### config.mk
export PLATFORM = sky130hd
export DESIGN_NAME = dram_rd_arbiter
export DESIGN_NICKNAME = d
export VERILOG_FILES = /design/src/rtl/dram_rd_arbiter.sv
export SDC_FILE = /design/constraint.sdc
export NUM_CORES = 1
export LEC_CHECK = 0
export CAP_MARGIN = 20
export CORE_UTILIZATION = 50
export DETAILED_ROUTE_END_ITERATION = 12
export GPL_ROUTABILITY_DRIVEN = 1
export GPL_TIMING_DRIVEN = 0
export PLACE_DENSITY = 0.82
export SLEW_MARGIN = 20
export SYNTH_ARGS = -nofsm -noshare
export SYNTH_HDL_FRONTEND = slang
export SYNTH_SLANG_ARGS = --single-unit
export TNS_END_PERCENT = 5
### constraint.sdc
create_clock -name clk_i -period 5.53 [get_ports clk_i]
set_input_delay 1.106 -clock clk_i [delete_from_list [all_inputs] [get_ports clk_i]]
set_output_delay 1.106 -clock clk_i [all_outputs]
set_load 0.05 [all_outputs]
### src/rtl/dram_rd_arbiter.sv
// Three-way round-robin burst read arbiter in front of a single DRAM read port.
// Issues one word per cycle and tags each return through a latency-matched pipeline.
module dram_rd_arbiter #(
   parameter int DRAM_ADDR_WIDTH    = 18,
   parameter int DATA_IN_DRAM_WIDTH = 32,
   parameter int LEN_WIDTH          = 8,
   parameter int RD_LATENCY         = 2
) (
   input  logic                          clk_i,
   input  logic                          general_rst_ni,
   input  logic [2:0]                    req_i,
   input  logic [3*DRAM_ADDR_WIDTH-1:0]  req_addr_i,
   input  logic [3*LEN_WIDTH-1:0]        req_len_i,
   output logic [2:0]                    gnt_o,
   output logic [2:0]                    done_o,
   output logic                          dram_rd_en_o,
   output logic [DRAM_ADDR_WIDTH-1:0]    dram_rd_address_o,
   input  logic [DATA_IN_DRAM_WIDTH-1:0] dram_rd_data_i,
   output logic [DATA_IN_DRAM_WIDTH-1:0] rd_data_o,
   output logic                          rd_valid_o,
   output logic [1:0]                    rd_id_o,
   output logic                          rd_last_o
);
   typedef enum logic [1:0] {IDLE, ISSUE, DRAIN, DONE} state_t;

   state_t                     state, state_next;
   logic [1:0]                 rr_ptr, winner, pick, idx;
   logic                       pick_valid;
   logic [LEN_WIDTH-1:0]       pick_len, len, cnt;
   logic [DRAM_ADDR_WIDTH-1:0] pick_addr, addr;
   logic                       issue_last, return_last;
   logic                       pipe_valid [RD_LATENCY];
   logic                       pipe_last  [RD_LATENCY];
   logic [1:0]                 pipe_id    [RD_LATENCY];

   function automatic logic [1:0] rr_index(input logic [1:0] base, input logic [1:0] off);
      logic [2:0] sum;
      sum = {1'b0, base} + {1'b0, off};
      return (sum >= 3'd3) ? 2'(sum - 3'd3) : sum[1:0];
   endfunction

   // Scan the farthest offset first so the requester at rr_ptr itself has the final say.
   always_comb begin
      pick       = 2'd0;
      pick_valid = 1'b0;
      pick_len   = '0;
      pick_addr  = '0;
      idx        = 2'd0;
      for (int i = 2; i >= 0; i--) begin
         idx = rr_index(rr_ptr, 2'(i));
         if (req_i[idx]) begin
            pick       = idx;
            pick_valid = 1'b1;
            pick_len   = req_len_i[idx*LEN_WIDTH +: LEN_WIDTH];
            pick_addr  = req_addr_i[idx*DRAM_ADDR_WIDTH +: DRAM_ADDR_WIDTH];
         end
      end
   end

   assign issue_last        = (cnt == len - LEN_WIDTH'(1));
   assign return_last       = pipe_valid[RD_LATENCY-1] & pipe_last[RD_LATENCY-1];
   assign dram_rd_address_o = addr;

   always_ff @(posedge clk_i or negedge general_rst_ni) begin
      if (!general_rst_ni) state <= IDLE;
      else                 state <= state_next;
   end

   always_comb begin
      state_next   = state;
      dram_rd_en_o = 1'b0;
      case (state)
         IDLE:    if (pick_valid) state_next = (pick_len == '0) ? DONE : ISSUE;
         ISSUE: begin
            dram_rd_en_o = 1'b1;
            if (issue_last) state_next = DRAIN;
         end
         DRAIN:   if (return_last) state_next = DONE;
         DONE:    state_next = IDLE;
         default: state_next = IDLE;
      endcase
   end

   // Burst bookkeeping; the address stops on the last issued word so it holds when idle.
   always_ff @(posedge clk_i or negedge general_rst_ni) begin
      if (!general_rst_ni) begin
         rr_ptr <= 2'd0;
         winner <= 2'd0;
         len    <= '0;
         cnt    <= '0;
         addr   <= '0;
         gnt_o  <= 3'b000;
         done_o <= 3'b000;
      end else begin
         done_o <= 3'b000;
         case (state)
            IDLE: if (pick_valid) begin
               winner <= pick;
               len    <= pick_len;
               addr   <= pick_addr;
               cnt    <= '0;
               gnt_o  <= 3'b001 << pick;
            end
            ISSUE: if (!issue_last) begin
               cnt  <= cnt + LEN_WIDTH'(1);
               addr <= addr + DRAM_ADDR_WIDTH'(1);
            end
            DONE: begin
               gnt_o  <= 3'b000;
               done_o <= 3'b001 << winner;
               rr_ptr <= rr_index(winner, 2'd1);
            end
            default: ;
         endcase
      end
   end

   // Tag pipeline travels alongside the DRAM so each word arrives with its owner and last flag.
   always_ff @(posedge clk_i or negedge general_rst_ni) begin
      if (!general_rst_ni) begin
         for (int i = 0; i < RD_LATENCY; i++) begin
            pipe_valid[i] <= 1'b0;
            pipe_last[i]  <= 1'b0;
            pipe_id[i]    <= 2'd0;
         end
         rd_valid_o <= 1'b0;
         rd_data_o  <= '0;
         rd_id_o    <= 2'd0;
         rd_last_o  <= 1'b0;
      end else begin
         pipe_valid[0] <= dram_rd_en_o;
         pipe_last[0]  <= dram_rd_en_o & issue_last;
         pipe_id[0]    <= dram_rd_en_o ? winner : 2'd0;
         for (int i = 1; i < RD_LATENCY; i++) begin
            pipe_valid[i] <= pipe_valid[i-1];
            pipe_last[i]  <= pipe_last[i-1];
            pipe_id[i]    <= pipe_id[i-1];
         end
         rd_valid_o <= pipe_valid[RD_LATENCY-1];
         rd_last_o  <= pipe_last[RD_LATENCY-1];
         rd_id_o    <= pipe_id[RD_LATENCY-1];
         if (pipe_valid[RD_LATENCY-1]) rd_data_o <= dram_rd_data_i;
      end
   end
endmodule

==> summary.md <==
| Metric | Value |
|---|---|
| Filler cells | 1033 |
| Netlist area before placement | 6560 um2 |
| Asr flop ratio synth | 1.00 |
| Clock latency on the worst-skew pair | 340 ps |
| Post-route ant nets | 0 |
| Worst-Margin Slew | between 800 and 900 ps |
| Fin util | 0.694 |
| Fin area | 8830 um2 |
| Mapped Cells | 766 |
| R2R Path Start | rr_ptr[0] |
| Congestion Overflow GR | 0 |
| Critical Path Sink Type | register |
| Min Tclk post-route | between 3000 and 4000 ps |
| Crit Path Max Fanout | 10 |
| TritonCTS Buffers | 9 |
| R2R Path End | state[1] |
| Register area share after synthesis | 0.344 |
| Nets | 1081 |
| Final setup vio count | 0 |
| HPWL after DPL | roughly 16000 um |
| Top area cells in the synthesized netlist | dfrtp_1, mux2i_1, o21ai_0, nand2_1, mux2_2 |
| CTS max path bufs | 2 |
| GRT Total Usage | 0.315 |
| Die Wd | 117 um |
| Tcrit/Tclk final | 0.655 |
| Critical path arrival | 3830 ps |
| Syn Area/Cell | between 8 and 9 um2 |
| Per-cell routed wire length | 18.3 um |
| Achievable Freq | 0.276 GHz |
| Number of synthesized flops with an enable pin | 0 |
| Layout area overhead | 34.8% |
| Layout Skew | 7.16 ps |
| Leakage power | 3.67 nW |
| Vias in the first global route | 6501 |
| Syn nets | 895 |
| CP endpoint | state[1] |
| IO Count | 176 |
| Post-synth cell types | 58 |
| Clock slew at reported path FFs | 60 ps |
| Warnings, synthesis | 0 |
| CP startpoint | req_i[0] |
| Chip Height | 117 um |
| Dominant synthesized flop cell | dfrtp_1 |
| N_diodes | 0 |
| Port bufs | 173 |
| Routed vias | 6767 |
| Max cap viols | 0 |
| R2R depth | 12 |
| Postcts setup bufs | 0 |
| Final Max Tran Viols | 0 |
| Final WL | 20700 um |
| R2r setup slk | 2070 ps |
| RSZ-0062 raised after global routing | false |
| First-pass DRT Iterations | 5 |
| Die area | about 14000 um2 |
| Most numerous cell in the Yosys netlist | nand2_1 |
| Initial Util | 0.515 |
| Power per cell area | 169 nW/um2 |
| Yosys top cell area share | 0.344 |
| TritonCTS clock tree | built |
| Vias per cell | 5.99 |
| Fin Hold WS | 351 ps |
| Commonest cells post-synth | nand2_1, dfrtp_1, o21ai_0 |
| Global-route wire length before repair | 32700 um |
| Area of the multi-input gates | about 3900 um2 |
| Final Hold Vio Count | 0 |
| Area leader, netlist | dfrtp_1 |
| Register area | roughly 2300 um2 |
| Remaining DRCs | 0 |
| Setup TNS | 0 ps |
| Initial drt markers | 640 |
| CTS root buffer | clkbuf_16 |
| Setup crit start kind | input port |
| Post-DP Area | 8530 um2 |
| CTS H-tree depth | 3 |
| Cts hold-fix bufs | 0 |
| Crit path required time | 5740 ps |
| Total power | between 1 and 1.5 mW |
| # clock sinks | 90 |
| Worst slew margin | 0.416 |
| Final GP Congestion | 1.00 |
| Initial antenna violation count | 0 |
| Yosys reg bits | 90 |
| Outcome | completed |
| HP Class | reg2reg |
| Largest net degree at the start of global routing | 50 |
| PostCTS Resize Cnt | 0 |
| Rows | around 40 |
| WS Path Type | in2reg |
| Total core area | around 13000 um2 |
| Share of cells above drive strength 1 | 0.0805 |
| Worst IR drop on VDD | 0.000120 V |
state kept, by name, summed over array words and instances, names as in the netlist, 3 cells and up:
name and count:
rd_data_o 32, pipe_id 4, cnt 8, dram_rd_address_o 18
gnt_o 3, done_o 3, len 8
per-layer routing:
metal | vias up | share of wire | global-route usage
met5 | - | 0 | 0
met4 | 0 | 0.041 | 0.156
met3 | 57 | 0.090 | 0.0566
met2 | 399 | 0.45 | 0.508
met1 | 3122 | 0.41 | 0.406
li1 | 3189 | - | -
power by group:
group,total (mW),switching (mW),internal [mW]
combinational,0.213,0.102,0.112
sequential,0.658,0,0.658
clock,0.621,0.258,0.363
total,1.49,0.359,1.13
final cells by class:
type | instances | area share
inverters | 21 | 0.00892
plain buffers | 62 | 0.0320
well taps | 172 | 0.0244
flip-flops and latches | 90 | 0.255
repair buffers | 175 | 0.199
clock inverters | 6 | 0.00737
multi-input cells | 593 | 0.447
clock buffers | 10 | 0.0271
worst min-delay path by stage:
stage / slack [ps] / cells after the start / end / from
6_report: 350 / 0 / rd_id_o[1] / pipe_id[1]
5_1_grt: 360 / 0 / rd_id_o[1] / pipe_id[1]
4_1_cts: 350 / 0 / pipe_last[0] / pipe_last[1]
3_5_place_dp: 340 / 0 / rd_id_o[0] / pipe_id[0]
3_3_place_gp: 330 / 0 / rd_id_o[1] / pipe_id[1]
2_1_floorplan: 330 / 0 / pipe_id[0] / pipe_id[2]
kinds of logic after synthesis:
| group | synth area share |
|---|---|
| AOI/OAI and AO/OA | 0.254 |
| and+or+nand+nor | 0.180 |
| DFF | 0.344 |
| buffers and inverters | 0.0552 |
| muxes | 0.131 |
| adders and majority gates | 0.0267 |
| xor gates and xnor gates | 0.00935 |
layout by cell type (no fill, tap or decap), drive strengths merged, types with 7 or more instances in the layout:
master	n
nor4b	9
o21ai	91
nor2b	23
clkdlybuf4s50	172
a211o	12
buf	25
o2bb2ai	17
nand2	99
o31ai	17
a21oi	59
dfrtp	90
a221oi	9
inv	22
mux2i	50
nand3	19
nor2	28
ha	14
xnor2	7
a221o	12
and2	12
nor3	13
clkbuf	50
mux2	32
a211oi	12
critical path: stages:
cell             delay [ps]
clkdlybuf4s50_1         590
mux2i_1                 130
o22ai_1                 700
clkbuf_1                470
a21oi_1                  80
a21oi_1                 330
nor4_1                  100
a32oi_1                 210
mux2i_1                 110
metrics by stage:
step / std cells / worst slack, ps
global route: 1129 / 1750
detailed placement: 1113 / 1640
CTS: 1129 / 2010
floorplan: 766 / 2270
global placement: 1111 / 157
finish: 1129 / 1910
No activity file was read; power rests on OpenSTA's default activity.
